**src/rtl/alu_pkg.sv**
```systemverilog
// Shared ALU definitions: opcode encodings, datapath width and a reference
// result model used by the optional self-check path.
package alu_pkg;

    localparam int ALU_W = 16;

    localparam logic [2:0] ALU_NOP = 3'd0;
    localparam logic [2:0] ALU_ADD = 3'd1;
    localparam logic [2:0] ALU_SUB = 3'd2;
    localparam logic [2:0] ALU_AND = 3'd3;
    localparam logic [2:0] ALU_OR  = 3'd4;
    localparam logic [2:0] ALU_XOR = 3'd5;
    localparam logic [2:0] ALU_LD  = 3'd6;
    localparam logic [2:0] ALU_SHR = 3'd7;

    function automatic logic [ALU_W-1:0] alu_model(
        input logic [2:0]       op,
        input logic [ALU_W-1:0] a,
        input logic [ALU_W-1:0] b
    );
        logic [ALU_W-1:0] r;
        r = a;
        case (op)
            ALU_NOP: r = a;
            ALU_ADD: r = a + b;
            ALU_SUB: r = a - b;
            ALU_AND: r = a & b;
            ALU_OR:  r = a | b;
            ALU_XOR: r = a ^ b;
            ALU_LD:  r = b;
            ALU_SHR: r = a >> 1;
            default: r = a;
        endcase
        return r;
    endfunction

endpackage

```
**src/rtl/alu_rsp_fifo.sv**
```systemverilog
// Synchronous response FIFO with occupancy count; DEPTH must be a power of two
// so the pointers wrap naturally.
module alu_rsp_fifo #(
    parameter int DEPTH = 4,
    parameter int W     = 20
) (
    input  logic                       clk_i,
    input  logic                       rst_ni,
    input  logic                       push_i,
    input  logic [W-1:0]               data_i,
    input  logic                       pop_i,
    output logic                       valid_o,
    output logic [W-1:0]               data_o,
    output logic [$clog2(DEPTH):0]     count_o
);
    localparam int AW = $clog2(DEPTH);
    localparam int CW = AW + 1;

    logic [DEPTH-1:0][W-1:0] mem_q;
    logic [AW-1:0]           wr_ptr_q, wr_ptr_d;
    logic [AW-1:0]           rd_ptr_q, rd_ptr_d;
    logic [CW-1:0]           cnt_q, cnt_d;
    logic                    do_pop;
    logic                    full;

    assign full   = (cnt_q == CW'(DEPTH));
    assign do_pop = pop_i && (cnt_q != '0);

    always_comb begin
        wr_ptr_d = wr_ptr_q;
        rd_ptr_d = rd_ptr_q;
        cnt_d    = cnt_q;
        if (push_i) wr_ptr_d = wr_ptr_q + 1'b1;
        if (do_pop) rd_ptr_d = rd_ptr_q + 1'b1;
        case ({push_i, do_pop})
            2'b10:   cnt_d = cnt_q + 1'b1;
            2'b01:   cnt_d = cnt_q - 1'b1;
            default: cnt_d = cnt_q;
        endcase
    end

    always_ff @(posedge clk_i or negedge rst_ni) begin
        if (!rst_ni) begin
            mem_q    <= '0;
            wr_ptr_q <= '0;
            rd_ptr_q <= '0;
            cnt_q    <= '0;
        end else begin
            if (push_i) mem_q[wr_ptr_q] <= data_i;
            wr_ptr_q <= wr_ptr_d;
            rd_ptr_q <= rd_ptr_d;
            cnt_q    <= cnt_d;
        end
    end

    assign valid_o = (cnt_q != '0);
    assign data_o  = mem_q[rd_ptr_q];
    assign count_o = cnt_q;

    // Upstream credit accounting must make this impossible.
    a_no_overflow: assert property (@(posedge clk_i) disable iff (!rst_ni) !(push_i && full));

endmodule

```
**src/rtl/alu_cmd_driver.sv**
```systemverilog
// Initiator front end for the 16-bit ALU: issue register, latency tracking pipe
// and credit-guarded response FIFO. Define ALU_SELFCHECK_EN to add io_err/io_err_tag.
module alu_cmd_driver
    import alu_pkg::*;
#(
    parameter int ALU_LAT   = 1,
    parameter int RSP_DEPTH = 4,
    parameter int TAG_W     = 4
) (
    input  logic             clock,
    input  logic             reset,
    input  logic             io_cmd_valid,
    output logic             io_cmd_ready,
    input  logic [2:0]       io_cmd_op,
    input  logic [ALU_W-1:0] io_cmd_a,
    input  logic [ALU_W-1:0] io_cmd_b,
    input  logic [TAG_W-1:0] io_cmd_tag,
    output logic [ALU_W-1:0] io_alu_a,
    output logic [ALU_W-1:0] io_alu_b,
    output logic [2:0]       io_alu_aluOp,
    input  logic [ALU_W-1:0] io_alu_result,
    output logic             io_rsp_valid,
    input  logic             io_rsp_ready,
    output logic [ALU_W-1:0] io_rsp_result,
    output logic [TAG_W-1:0] io_rsp_tag,
`ifdef ALU_SELFCHECK_EN
    output logic             io_err,
    output logic [TAG_W-1:0] io_err_tag,
`endif
    output logic             io_busy
);
    localparam int CW = $clog2(RSP_DEPTH) + 1;
    localparam int FW = ALU_W + TAG_W;

    logic             accept;
    logic             iss_vld_q;
    logic [2:0]       iss_op_q;
    logic [ALU_W-1:0] iss_a_q, iss_b_q;
    logic [TAG_W-1:0] iss_tag_q;

    logic             tail_vld;
    logic [TAG_W-1:0] tail_tag;
    logic [2:0]       pipe_cnt;

    logic [FW-1:0]    fifo_din, fifo_dout;
    logic [CW-1:0]    fifo_cnt;
    logic             fifo_vld;
    logic [5:0]       used;

`ifdef ALU_SELFCHECK_EN
    logic [ALU_W-1:0] iss_exp_q;
    logic [ALU_W-1:0] tail_exp;
`endif

    assign accept = io_cmd_valid && io_cmd_ready;

    // Opcode drops back to NOP whenever nothing was accepted; operands hold.
    always_ff @(posedge clock or negedge reset) begin
        if (!reset) begin
            iss_vld_q <= 1'b0;
            iss_op_q  <= ALU_NOP;
            iss_a_q   <= '0;
            iss_b_q   <= '0;
            iss_tag_q <= '0;
        end else begin
            iss_vld_q <= accept;
            iss_op_q  <= accept ? io_cmd_op : ALU_NOP;
            if (accept) begin
                iss_a_q   <= io_cmd_a;
                iss_b_q   <= io_cmd_b;
                iss_tag_q <= io_cmd_tag;
            end
        end
    end

`ifdef ALU_SELFCHECK_EN
    always_ff @(posedge clock or negedge reset) begin
        if (!reset)      iss_exp_q <= '0;
        else if (accept) iss_exp_q <= alu_model(io_cmd_op, io_cmd_a, io_cmd_b);
    end
`endif

    assign io_alu_a     = iss_a_q;
    assign io_alu_b     = iss_b_q;
    assign io_alu_aluOp = iss_op_q;

    // Tracking pipe: tail lines up with the cycle io_alu_result is valid.
    if (ALU_LAT == 0) begin : g_nopipe
        assign tail_vld = iss_vld_q;
        assign tail_tag = iss_tag_q;
        assign pipe_cnt = '0;
`ifdef ALU_SELFCHECK_EN
        assign tail_exp = iss_exp_q;
`endif
    end else begin : g_pipe
        logic [ALU_LAT-1:0]            vld_pipe_q;
        logic [ALU_LAT-1:0][TAG_W-1:0] tag_pipe_q;
`ifdef ALU_SELFCHECK_EN
        logic [ALU_LAT-1:0][ALU_W-1:0] exp_pipe_q;
`endif

        always_ff @(posedge clock or negedge reset) begin
            if (!reset) begin
                vld_pipe_q <= '0;
                tag_pipe_q <= '0;
`ifdef ALU_SELFCHECK_EN
                exp_pipe_q <= '0;
`endif
            end else begin
                vld_pipe_q[0] <= iss_vld_q;
                tag_pipe_q[0] <= iss_tag_q;
`ifdef ALU_SELFCHECK_EN
                exp_pipe_q[0] <= iss_exp_q;
`endif
                for (int k = 1; k < ALU_LAT; k++) begin
                    vld_pipe_q[k] <= vld_pipe_q[k-1];
                    tag_pipe_q[k] <= tag_pipe_q[k-1];
`ifdef ALU_SELFCHECK_EN
                    exp_pipe_q[k] <= exp_pipe_q[k-1];
`endif
                end
            end
        end

        always_comb begin
            pipe_cnt = '0;
            for (int k = 0; k < ALU_LAT; k++) pipe_cnt = pipe_cnt + 3'(vld_pipe_q[k]);
        end

        assign tail_vld = vld_pipe_q[ALU_LAT-1];
        assign tail_tag = tag_pipe_q[ALU_LAT-1];
`ifdef ALU_SELFCHECK_EN
        assign tail_exp = exp_pipe_q[ALU_LAT-1];
`endif
    end

    assign fifo_din = {io_alu_result, tail_tag};

    alu_rsp_fifo #(
        .DEPTH (RSP_DEPTH),
        .W     (FW)
    ) u_rsp_fifo (
        .clk_i   (clock),
        .rst_ni  (reset),
        .push_i  (tail_vld),
        .data_i  (fifo_din),
        .pop_i   (io_rsp_ready),
        .valid_o (fifo_vld),
        .data_o  (fifo_dout),
        .count_o (fifo_cnt)
    );

    // Credits from registered state only: a same-cycle pop frees space next cycle.
    assign used         = 6'(fifo_cnt) + 6'(pipe_cnt) + 6'(iss_vld_q);
    assign io_cmd_ready = (used < 6'(RSP_DEPTH));

    assign io_rsp_valid  = fifo_vld;
    assign io_rsp_result = fifo_dout[FW-1:TAG_W];
    assign io_rsp_tag    = fifo_dout[TAG_W-1:0];
    assign io_busy       = iss_vld_q || (pipe_cnt != '0) || (fifo_cnt != '0);

`ifdef ALU_SELFCHECK_EN
    logic             err_q;
    logic [TAG_W-1:0] err_tag_q;

    // Sticky; keeps the tag of the first mismatching result.
    always_ff @(posedge clock or negedge reset) begin
        if (!reset) begin
            err_q     <= 1'b0;
            err_tag_q <= '0;
        end else if (tail_vld && !err_q && (tail_exp != io_alu_result)) begin
            err_q     <= 1'b1;
            err_tag_q <= tail_tag;
        end
    end

    assign io_err     = err_q;
    assign io_err_tag = err_tag_q;
`endif

endmodule

```
**config.mk**
```make
export PLATFORM = sky130hd
export DESIGN_NAME = alu_cmd_driver
export DESIGN_NICKNAME = d
export VERILOG_FILES = /design/src/rtl/alu_pkg.sv /design/src/rtl/alu_rsp_fifo.sv /design/src/rtl/alu_cmd_driver.sv
export SDC_FILE = /design/constraint.sdc
export NUM_CORES = 1
export LEC_CHECK = 0
export ABC_AREA = 1
export CAP_MARGIN = 10
export CORE_UTILIZATION = 39
export DETAILED_ROUTE_END_ITERATION = 16
export DONT_BUFFER_PORTS = 1
export HOLD_SLACK_MARGIN = 0.15
export PLACE_DENSITY = 0.5
export SLEW_MARGIN = 15
export SYNTH_ARGS = -nofsm -noshare
export SYNTH_HDL_FRONTEND = slang
export SYNTH_SLANG_ARGS = --single-unit
export TNS_END_PERCENT = 10
```
**constraint.sdc**
```tcl
create_clock -name clock -period 5.3 [get_ports clock]
set_input_delay 0.265 -clock clock [delete_from_list [all_inputs] [get_ports clock]]
set_output_delay 0.265 -clock clock [all_outputs]
set_load 0.02 [all_outputs]
```
# Yosys cells after proc, flatten, opt, wreduce, memory -nomap -nowiden

Cells that the tools add are included.

$add $sub $neg: 6
$lt $le $gt $ge: 4
Equality and inequality tests: 2
Multiplexer cells: 7
Reduce and logical (&&, ||, !) cells: 7

Operator list:

| kind                                                               | count |
|---|---|
| bitwise mux 80 bit                                                 | 1 |
| binary-select mux 20 bit (select 2 bit)                            | 1 |
| demux 20 bit (select 2 bit)                                        | 1 |
| 2-to-1 mux 20 bit                                                  | 2 |
| < comparator 2 x 3 -> 1 bit (second input constant)                | 2 |
| case mux 3 bit (2 select lines)                                    | 1 |
| adder 4 x 1 -> 5 bit                                               | 1 |
| < comparator 5 x 3 -> 1 bit (second input constant)                | 1 |
| adder 2 x 1 -> 2 bit (second input constant)                       | 2 |
| adder 3 x 1 -> 4 bit                                               | 1 |
| adder 3 x 1 -> 3 bit (second input constant)                       | 1 |
| logical AND 1 bit                                                  | 3 |
| 2-to-1 mux 3 bit                                                   | 1 |
| nonzero test 3 bit                                                 | 1 |
| subtractor 3 x 1 -> 3 bit (second input constant)                  | 1 |
| == test 2 x 1 -> 1 bit (second input constant)                     | 1 |
| == test 2 bit (second input constant)                              | 1 |
| greater-or-equal comparator 2 x 1 -> 1 bit (second input constant) | 1 |
| logical OR 1 bit                                                   | 2 |
| nonzero test 2 bit                                                 | 1 |

Register bits after elaboration: 132
Input bits: 59
Output and inout port bits: 58
Logic and storage cells: 40

# Depth between registers and ports, before layout

Gate-level depths: netlist of run 1.

Word-level depth: 5
Depth in mapped cells: 11
Gate-level depth less buffers: 11

# Modules after synthesis

From an unflattened synthesis of run 1, not the netlist that was laid out.

Cells, all modules: 663
Area total of the unflattened synthesis: 5933.2 sq um

By module, submodules not included:

| module         | times used | cells an instance | area an instance (sq um) | seq. area each (sq um) |
|---|---|---|---|---|
| alu_rsp_fifo   | 1          | 481               | 4195.3                   | 2177.1 |
| alu_cmd_driver | 1          | 182               | 1737.9                   | 1126.1 |

# Worst setup path before layout of run 1

OpenSTA, ideal clock, no wires.

Path type: flip-flop to flip-flop
From: register u_rsp_fifo.cnt_q[0], in the netlist u_rsp_fifo.count_o[0]
To: register u_rsp_fifo.cnt_q[2], in the netlist u_rsp_fifo.count_o[2]
Data arrival time: 1855 ps
Slack: 3328 ps
Stages on the path, launching flop included: 11
Buffers on the path: 0
Path through: dfrtp_1 -> inv_1 -> nand3_1 -> nand2_1 -> inv_1 -> ha_1 -> inv_1 -> fa_1 -> or2_2 -> nand4_1 -> nand2_1

Longest elaborated chain between the ends: 4

RTL lines:

| item                                                                  | line                 | text |
|---|---|---|
| start: declaration                                                    | alu_rsp_fifo.sv:22   | `logic [CW-1:0] cnt_q, cnt_d;` |
| start signal: assignment                                              | alu_rsp_fifo.sv:52   | `cnt_q <= cnt_d;` |
| nonzero test 3 bit *                                                  | -                    |  |
| named net io_rsp_valid                                                | alu_cmd_driver.sv:22 | `output logic io_rsp_valid,` |
| logical AND 1 bit *                                                   | alu_rsp_fifo.sv:27   | `assign do_pop = pop_i && (cnt_q != '0);` |
| named net u_rsp_fifo.do_pop                                           | alu_rsp_fifo.sv:23   | `logic do_pop;` |
| == test 2 x 1 -> 1 bit or == test 2 bit (tied branches)               | alu_rsp_fifo.sv:35   | `case ({push_i, do_pop})` |
| case mux 3 bit (2 select lines) or nonzero test 2 bit (tied branches) | -                    |  |

Mark *: on every way through the listed nets, which the timed path passes. The rest lies on a longest branch.
A chain may end at the register's enable or synchronous reset.

# Final worst setup path of run 1

From: register u_rsp_fifo.rd_ptr_q[1]
To: output io_rsp_tag[3]

Longest elaborated chain between the ends: 2

RTL lines:

| item                                    | line                 | text |
|---|---|---|
| start: declaration                      | alu_rsp_fifo.sv:21   | `logic [AW-1:0] rd_ptr_q, rd_ptr_d;` |
| start signal: assignment                | alu_rsp_fifo.sv:51   | `rd_ptr_q <= rd_ptr_d;` |
| binary-select mux 20 bit (select 2 bit) | alu_rsp_fifo.sv:57   | `assign data_o = mem_q[rd_ptr_q];` |
| 2-to-1 mux 20 bit (not written as such) | alu_rsp_fifo.sv:57   |  |
| end: declaration                        | alu_cmd_driver.sv:25 | `output logic [TAG_W-1:0] io_rsp_tag,` |

No other way between the ends. The select of a mux whose other input is x is not followed.

==> metrics.md, run 1 <==
| Metric | Value |
|---|---|
| CTS Buf Count | `17` |
| Arr. time, crit path | `2440 ps` |
| FF-to-FF Start | `iss_vld_q$_DFF_PN0_` |
| Die Area | `15230 um2` |
| Req. time, crit path | `slightly above 5000 ps` |
| Max layer used | `met4` |
| Worst-path fanout max | `23` |
| Seq/Total Area, Yosys | `57.47%` |
| GR Overflow Total | `0` |
| Hold Path Origin | `iss_tag_q[1]$_DFFE_PN0P_` |
| Fin nets | `761` |
| Root buffer cell | `clkbuf_16` |
| Met1 wire length | `between 5000 and 6000 um` |
| Share of post-route cells with drive strength above 1 | `10.17%` |
| Placed instance count | `766` |
| Ports | `117` |
| Total negative setup slack | `0 ps` |
| Longest Clk Path Bufs | `2` |
| Clock transition at the registers of the reported paths | `roughly 60 ps` |
| DR WL met3 | `832 um` |
| Worst Path Buf+Inv | `1` |
| Asr flop ratio synth | `100.0%` |
| Met2 wire length | `6701 um` |
| Final hold violations | `0` |
| Antenna Cells | `0` |
| Transition time of the tightest slew-check pin | `761.2 ps` |
| Max Cap Viol | `0` |
| Synthesized cell area | `5748 um2` |
| Die width | `123.4 um` |
| H-tree levels | `4` |
| RSZ-0062 raised after global routing | `no` |
| Synthesized flop and latch total | `132` |
| Max-slew headroom | `49.26%` |
| LEAKAGE | `3.459 nW` |
| Non-filler cells, final | `about 890` |
| Worst-skew pair later-pin latency | `about 420 ps` |
| Syn_nets | `685` |
| Drt via density | `4.966` |
| Crit path cell chain | `inv_1, o21ai_0, o22ai_1` |
| Vias in the first global route | `roughly 4400` |
| Postcts setup bufs | `0` |
| Post-synth EDFFs | `0` |
| Max Fclk | `369.2 MHz` |
| Ys Warns | `0` |
| Status | `completed` |
| CTS sink cnt | `132` |
| Period Utilization, post-route | `51.10%` |
| Gate Count Post-Synth | `about 620` |
| Delay-heaviest family, CP | `compound AO/OA/AOI/OAI gates` |
| Crit-path slowest cell | `dfrtp_1` |
| DP HPWL | `7577 um` |
| Synth cell types | `26` |
| Largest net degree at the start of global routing | `between 100 and 150` |
| Port buffer count | `0` |
| Setup CP Type | `flop to primary output` |
| Row cnt | `44` |
| Most used DFF post-synth | `dfrtp_1` |
| Worst path max stage delay | `670 ps` |
| Initial antenna violation count | `0` |
| GR Util All Layers | `19.40%` |
| CTS tree | `yes` |
| Syn-to-layout area delta | `28.52%` |
| First-pass DRT Iterations | `4` |
| # DRC | `0` |
| Vias | `4430` |
| Setup Viol. Count Final | `0` |
| Core Area | `14480 um2` |
| Syn_area_per_cell | `9.286 um2` |
| Cell Pwr Density | `675.4 nW/um2` |
| Max IR drop VDD | `roughly 0.29 mV` |
| Hold/Removal Path Class | `flop to flop` |
| Total length of routed wires | `13580 um` |
| Pins Over Slew Limit | `0` |
| Detail Route Antenna Nets | `0` |
| Crit path time final | `about 2700 ps` |
| WL/cell | `15.23 um` |
| Global-route wire length before repair | `22450 um` |
| Clock skew | `8.793 ps` |
| CP Capture Type | `primary output` |
| Start point of the critical path | `u_rsp_fifo.rd_ptr_q[1]$_DFFE_PN0P_` |
| Gpl congestion | `0.7494` |
| Iteration-0 DRC Markers | `248` |
| Worst setup SP type | `flop` |
| Die height | `between 100 and 150 um` |
| Initial core utilization | `39.70%` |
-- cell usage after synthesis (2+ instances only) --
cell type | instances | share of area, %
nand3_2 | 29 | 5.1
nor2_1 | 44 | 2.9
o21ai_0 | 113 | 9.8
ha_1 | 6 | 1.3
dfrtp_1 | 132 | 57
o22ai_1 | 20 | 2.2
nand2_1 | 168 | 11
clkbuf_1 | 15 | 0.98
buf_4 | 2 | 0.26
inv_1 | 34 | 2.2
o21ai_1 | 10 | 0.87
xnor2_1 | 2 | 0.30
buf_12 | 4 | 1.4
nand3_1 | 9 | 0.78
nand2_4 | 3 | 0.59
buf_2 | 18 | 1.6
-- cells in the final DEF (no fill, tap or decap), types with 2 or more instances in the layout --
cell type	netlist	routed
nand2_1	168	168
dfrtp_1	132	132
o21ai_0	113	113
dlygate4sd3_1	0	93
nor2_1	44	44
inv_1	34	34
nand3_2	29	29
o22ai_1	20	20
clkbuf_16	0	17
o21ai_1	10	10
nand3_1	9	9
ha_1	6	6
bufinv_16	0	6
buf_4	2	5
clkinv_2	0	4
nand2_4	3	3
clkbuf_8	0	3
xnor2_1	2	2
clkbuf_1	15	2
-- layer usage --
metal	up-vias	track usage [%]
met5	-	0
met4	0	5.422
met3	9	6.458
met2	122	32.75
met1	2142	23.55
li1	2157	-
-- power breakdown --
group,internal [mW],total (mW),switching (mW)
combinational,0.572,1.69,1.12
sequential,1.49,1.96,0.467
clock,0.917,1.34,0.419
total,2.98,4.99,2.01
-- area by class of cell --
type / count / area [um2]
Tap cell: 184 / 230.2
Multi-Input combinational cell: 410 / 2052
Inverter: 35 / 131.4
Clock inverter: 10 / 200.2
Clock buffer: 22 / 474.2
Sequential cell: 132 / 3303
Timing Repair Buffer: 99 / 996.0
Fill cell: 1332 / 7092
-- path summary, 6_finish.rpt --
| path | to | slack, ps | depth (start not counted) |
|---|---|---|---|
| max | io_rsp_tag[3] | 2590 | 3 |
| min | g_pipe.tag_pipe_q[1]$_DFF_PN0_ | 390 | 0 |
| max reg2reg | io_alu_b[12]$_DFFE_PN0P_ | 2880 | 7 |
| min reg2reg | g_pipe.tag_pipe_q[1]$_DFF_PN0_ | 390 | 0 |
| max in group asynchronous | u_rsp_fifo.mem_q[18]$_DFFE_PN0P_ | 4320 | 2 |
| min in group asynchronous | u_rsp_fifo.mem_q[70]$_DFFE_PN0P_ | 480 | 2 |
-- cells by family (layout without fill, tap and decap cells) --
| logic type | Yosys count | count (layout) | synth area share [%] |
|---|---|---|---|
| and+or+nand+nor | 257 | 257 | 20.70 |
| AOI/OAI and AO/OA | 143 | 143 | 12.89 |
| DFF | 132 | 132 | 57.47 |
| buffers and inverters | 77 | 166 | 6.835 |
| adders and majority gates | 7 | 7 | 1.654 |
| xor gates and xnor gates | 3 | 3 | 0.4572 |
-- flip-flops by register name (all words and copies together), names as in the netlist --
signal,flops
iss_tag_q,4
u_rsp_fifo.mem_q,80
io_alu_aluOp,3
g_pipe.vld_pipe_q,1
g_pipe.tag_pipe_q,4
u_rsp_fifo.rd_ptr_q,2
io_alu_a,16
io_alu_b,16
iss_vld_q,1
u_rsp_fifo.wr_ptr_q,2
u_rsp_fifo.count_o,3
-- timing repair --
action / CTS / global route
hold buffers: 94 / 0
hold endpoints to repair: 237 / 0
resized for setup: 0 / 0
-- through the flow --
stage / instance area, um2 / utilization (%) / setup slack, ps / hold slack [ps] / power, mW
final: 7387 / 51.02 / 2592 / 385.4 / 4.989
after global routing: 7387 / 51.02 / 2408 / 388.1 / 5.374
after CTS: 7387 / 51.02 / 2530 / 387.0 / 5.041
after detailed placement: 5754 / 39.74 / 2898 / -24.65 / 3.525
after global placement: 5754 / 39.74 / 2975 / -25.20 / 3.475
after floorplan: 5748 / - / 3328 / -30.59 / 3.300
-- worst register-to-register path, stage by stage, from the launching register on --
cell     delay (ps)
dfrtp_1         400
ha_1            340
nand2_4          90
nand2_4          50
nand2_4         470
nand2_2         640
nand2_1         240
nand2_1          70
No activity file was read; power rests on OpenSTA's default activity.
==> run 2: changes to the inputs <==
clock period = 2.7 ns   (was 5.3 ns; I/O delays follow)
==> metrics.md, run 2 (same netlist as run 1, synthesis figures left out) <==
| Metric | Value |
|---|---|
| Status | `finished, violations left` |
| Failing checks | `negative hold slack` |
| CP Capture Type | `flop` |
| Ports | `117 (unchanged)` |
| Port buffer count | `0 (unchanged)` |
| Cell Pwr Density | `1290 nW/um2 (+91%)` |
| Total length of routed wires | `13520 um (-0.45%)` |
| Syn-to-layout area delta | `26.69%` |
| Final worst setup slack | `316.4 ps (-2275 ps)` |
| Max layer used | `met4` |
| Fin nets | `764 (+0.39%)` |
| Net Switching | `3.901 mW (+94%)` |
| RSZ-0062 raised after global routing | `no` |
| Met2 wire length | `6426 um (-4.1%)` |
| Worst-path fanout max | `20 (-13%)` |
| Transition time of the tightest slew-check pin | `742.4 ps (-18.80 ps)` |
| Logic gate share of total power | `36.3% (+2.4 points)` |
| Worst setup SP type | `flop` |
| Max-slew headroom | `50.45% (+1.2 points)` |
| Root buffer cell | `clkbuf_16` |
| Commonest cells after routing, fill and taps aside | `nand2_1 (168), dfrtp_1 (132), o21ai_0 (113)` |
| Cts repair resizes | `0 (unchanged)` |
| Worst-skew pair later-pin latency | `410 ps (about the same)` |
| DP HPWL | `7640 um (+0.83%)` |
| Die height | `123.4 um (unchanged)` |
| Max FFs per register | `80 (unchanged)` |
| # DRC | `0 (unchanged)` |
| H-tree levels | `4 (unchanged)` |
| Net Sw Frac | `41.54% (+1.3 points)` |
| Total negative setup slack | `0 ps (unchanged)` |
| Finished Cell Area | `7282 um2 (-1.4%)` |
| Drt via density | `4.971 (about the same)` |
| Reg with most FFs | `u_rsp_fifo.mem_q` |
| Setup Viol. Count Final | `0 (unchanged)` |
| Iteration-0 DRC Markers | `316 (+27%)` |
| Vias in the first global route | `4392 (-1.2%)` |
| Post-DP Area | `5792 um2 (+0.65%)` |
| Hold/Removal Path Class | `primary input to async pin` |
| Row cnt | `44 (unchanged)` |
| Pre-CTS WS | `524.9 ps (-2373 ps)` |
| Non-filler cells, final | `895 (+0.34%)` |
| Share of post-route cells with drive strength above 1 | `10.69% (+0.52 points)` |
| Clock transition at the registers of the reported paths | `60 ps (about the same)` |
| Antenna Cells | `0 (unchanged)` |
| Gpl congestion | `0.6954 (-7.2%)` |
| Setup CP Type | `flop to flop` |
| CTS Buf Count | `17 (unchanged)` |
| Sequential share of power | `40.4% (+1.1 points)` |
| Core Area | `14480 um2 (unchanged)` |
| Placed instance count | `771 (+0.65%)` |
| Internal power | `5.491 mW (+84%)` |
| Max Fclk | `around 420 MHz` |
| LEAKAGE | `3.421 nW (-1.1%)` |
| Clk pwr share | `23.4% (-3.4 points)` |
| Die width | `123.4 um (unchanged)` |
| Largest net degree at the start of global routing | `133 (unchanged)` |
| Die Area | `15230 um2 (unchanged)` |
| Met1 wire length | `6093 um (+2.7%)` |
| DR WL met3 | `855 um (+2.8%)` |
| CTS sink cnt | `132 (unchanged)` |
| GR Util All Layers | `19.14% (-0.26 points)` |
| CTS tree | `yes` |
| Max IR drop VDD | `0.6189 mV (+120%)` |
| WHS | `-576.0 ps (-961.3 ps)` |
| Initial antenna violation count | `0 (unchanged)` |
| GR Overflow Total | `0 (unchanged)` |
| Global-route wire length before repair | `21910 um (-2.4%)` |
| Max Cap Viol | `0 (unchanged)` |
| Arr. time, crit path | `2720 ps (+280 ps)` |
| First-pass DRT Iterations | `5 (+1)` |
| Vias | `4449 (+0.43%)` |
| Detail Route Antenna Nets | `0 (unchanged)` |
| Crit path time final | `between 2000 and 2500 ps` |
| # hold bufs at CTS | `92 (-2.1%)` |
| Postcts setup bufs | `0 (unchanged)` |
| Pins Over Slew Limit | `0 (unchanged)` |
| WL/cell | `15.11 um (-0.78%)` |
| Req. time, crit path | `3040 ps (-2000 ps)` |
| Period Utilization, post-route | `between 80 and 90%` |
| Final hold violations | `132 (+132)` |
| Initial core utilization | `39.70% (unchanged)` |
| Most common cell after layout, fill and taps aside | `nand2_1` |
| Fill count | `1358 (+2.0%)` |
| Longest Clk Path Bufs | `2 (unchanged)` |
| Clock skew | `8.125 ps (-0.6686 ps)` |
[run 2: changes by cell type in the layout (fill, tap and decap cells not counted), sizes merged]
cell,before,now
clkbuf,22,21
dlygate4sd3,93,92
buf,6,10
clkinv,4,9
bufinv,6,2
[run 2: path summary, 6_finish.rpt]
path / start / to / slack, ps / cells past startpoint
hold reg to reg: iss_tag_q[2]$_DFFE_PN0P_ / g_pipe.tag_pipe_q[2]$_DFF_PN0_ / 380 / 0
hold / removal: reset / u_rsp_fifo.mem_q[10]$_DFFE_PN0P_ / -580 / 0
max in group asynchronous: reset / u_rsp_fifo.mem_q[34]$_DFFE_PN0P_ / 3030 / 0
setup reg to reg: iss_vld_q$_DFF_PN0_ / io_alu_a[10]$_DFFE_PN0P_ / 320 / 8
min in group clock: io_cmd_valid / iss_vld_q$_DFF_PN0_ / 360 / 2
setup / recovery: iss_vld_q$_DFF_PN0_ / io_alu_a[10]$_DFFE_PN0P_ / 320 / 8
[run 2: power by group through the flow]
stage	registers, mW	clock network (mW)	logic [mW]
2_1_floorplan	3.65	0	2.83
3_3_place_gp	3.79	0	3.08
3_5_place_dp	3.81	0	3.19
4_1_cts	3.79	2.25	3.44
5_1_grt	3.91	2.37	3.85
6_report	3.79	2.20	3.41
[run 2: metal layers]
layer	up-vias	track usage, %
li1	2173	-
met1	2134	24.74
met2	128	29.89
met3	14	6.227
met4	0	7.003
met5	-	0
[run 2: final cells by class]
cell class | count | area, um2 | share of cell area (%)
sequential | 132 | 3303 | 45.36
multi-input combinational | 410 | 2052 | 28.18
timing repair buffer | 102 | 996.0 | 13.68
clock buffer | 21 | 460.4 | 6.323
tap | 184 | 230.2 | 3.162
inverter | 35 | 131.4 | 1.804
clock inverter | 11 | 108.9 | 1.495
[run 2: critical path, stage by stage, from the launching register on]
cell and delay, ps:
dfrtp_1 400, ha_1 340, nand2_4 100, nand2_4 50
nand2_4 220, buf_4 410, nand3_2 110, dlygate4sd3_1 590
nand2_1 80
[run 2: metrics by stage]
step / power, mW / utilization (%)
2_1_floorplan: 6.478 / -
3_3_place_gp: 6.871 / 40.00
3_5_place_dp: 6.995 / 40.00
4_1_cts: 9.488 / 50.29
5_1_grt: 10.13 / 50.29
6_report: 9.392 / 50.29
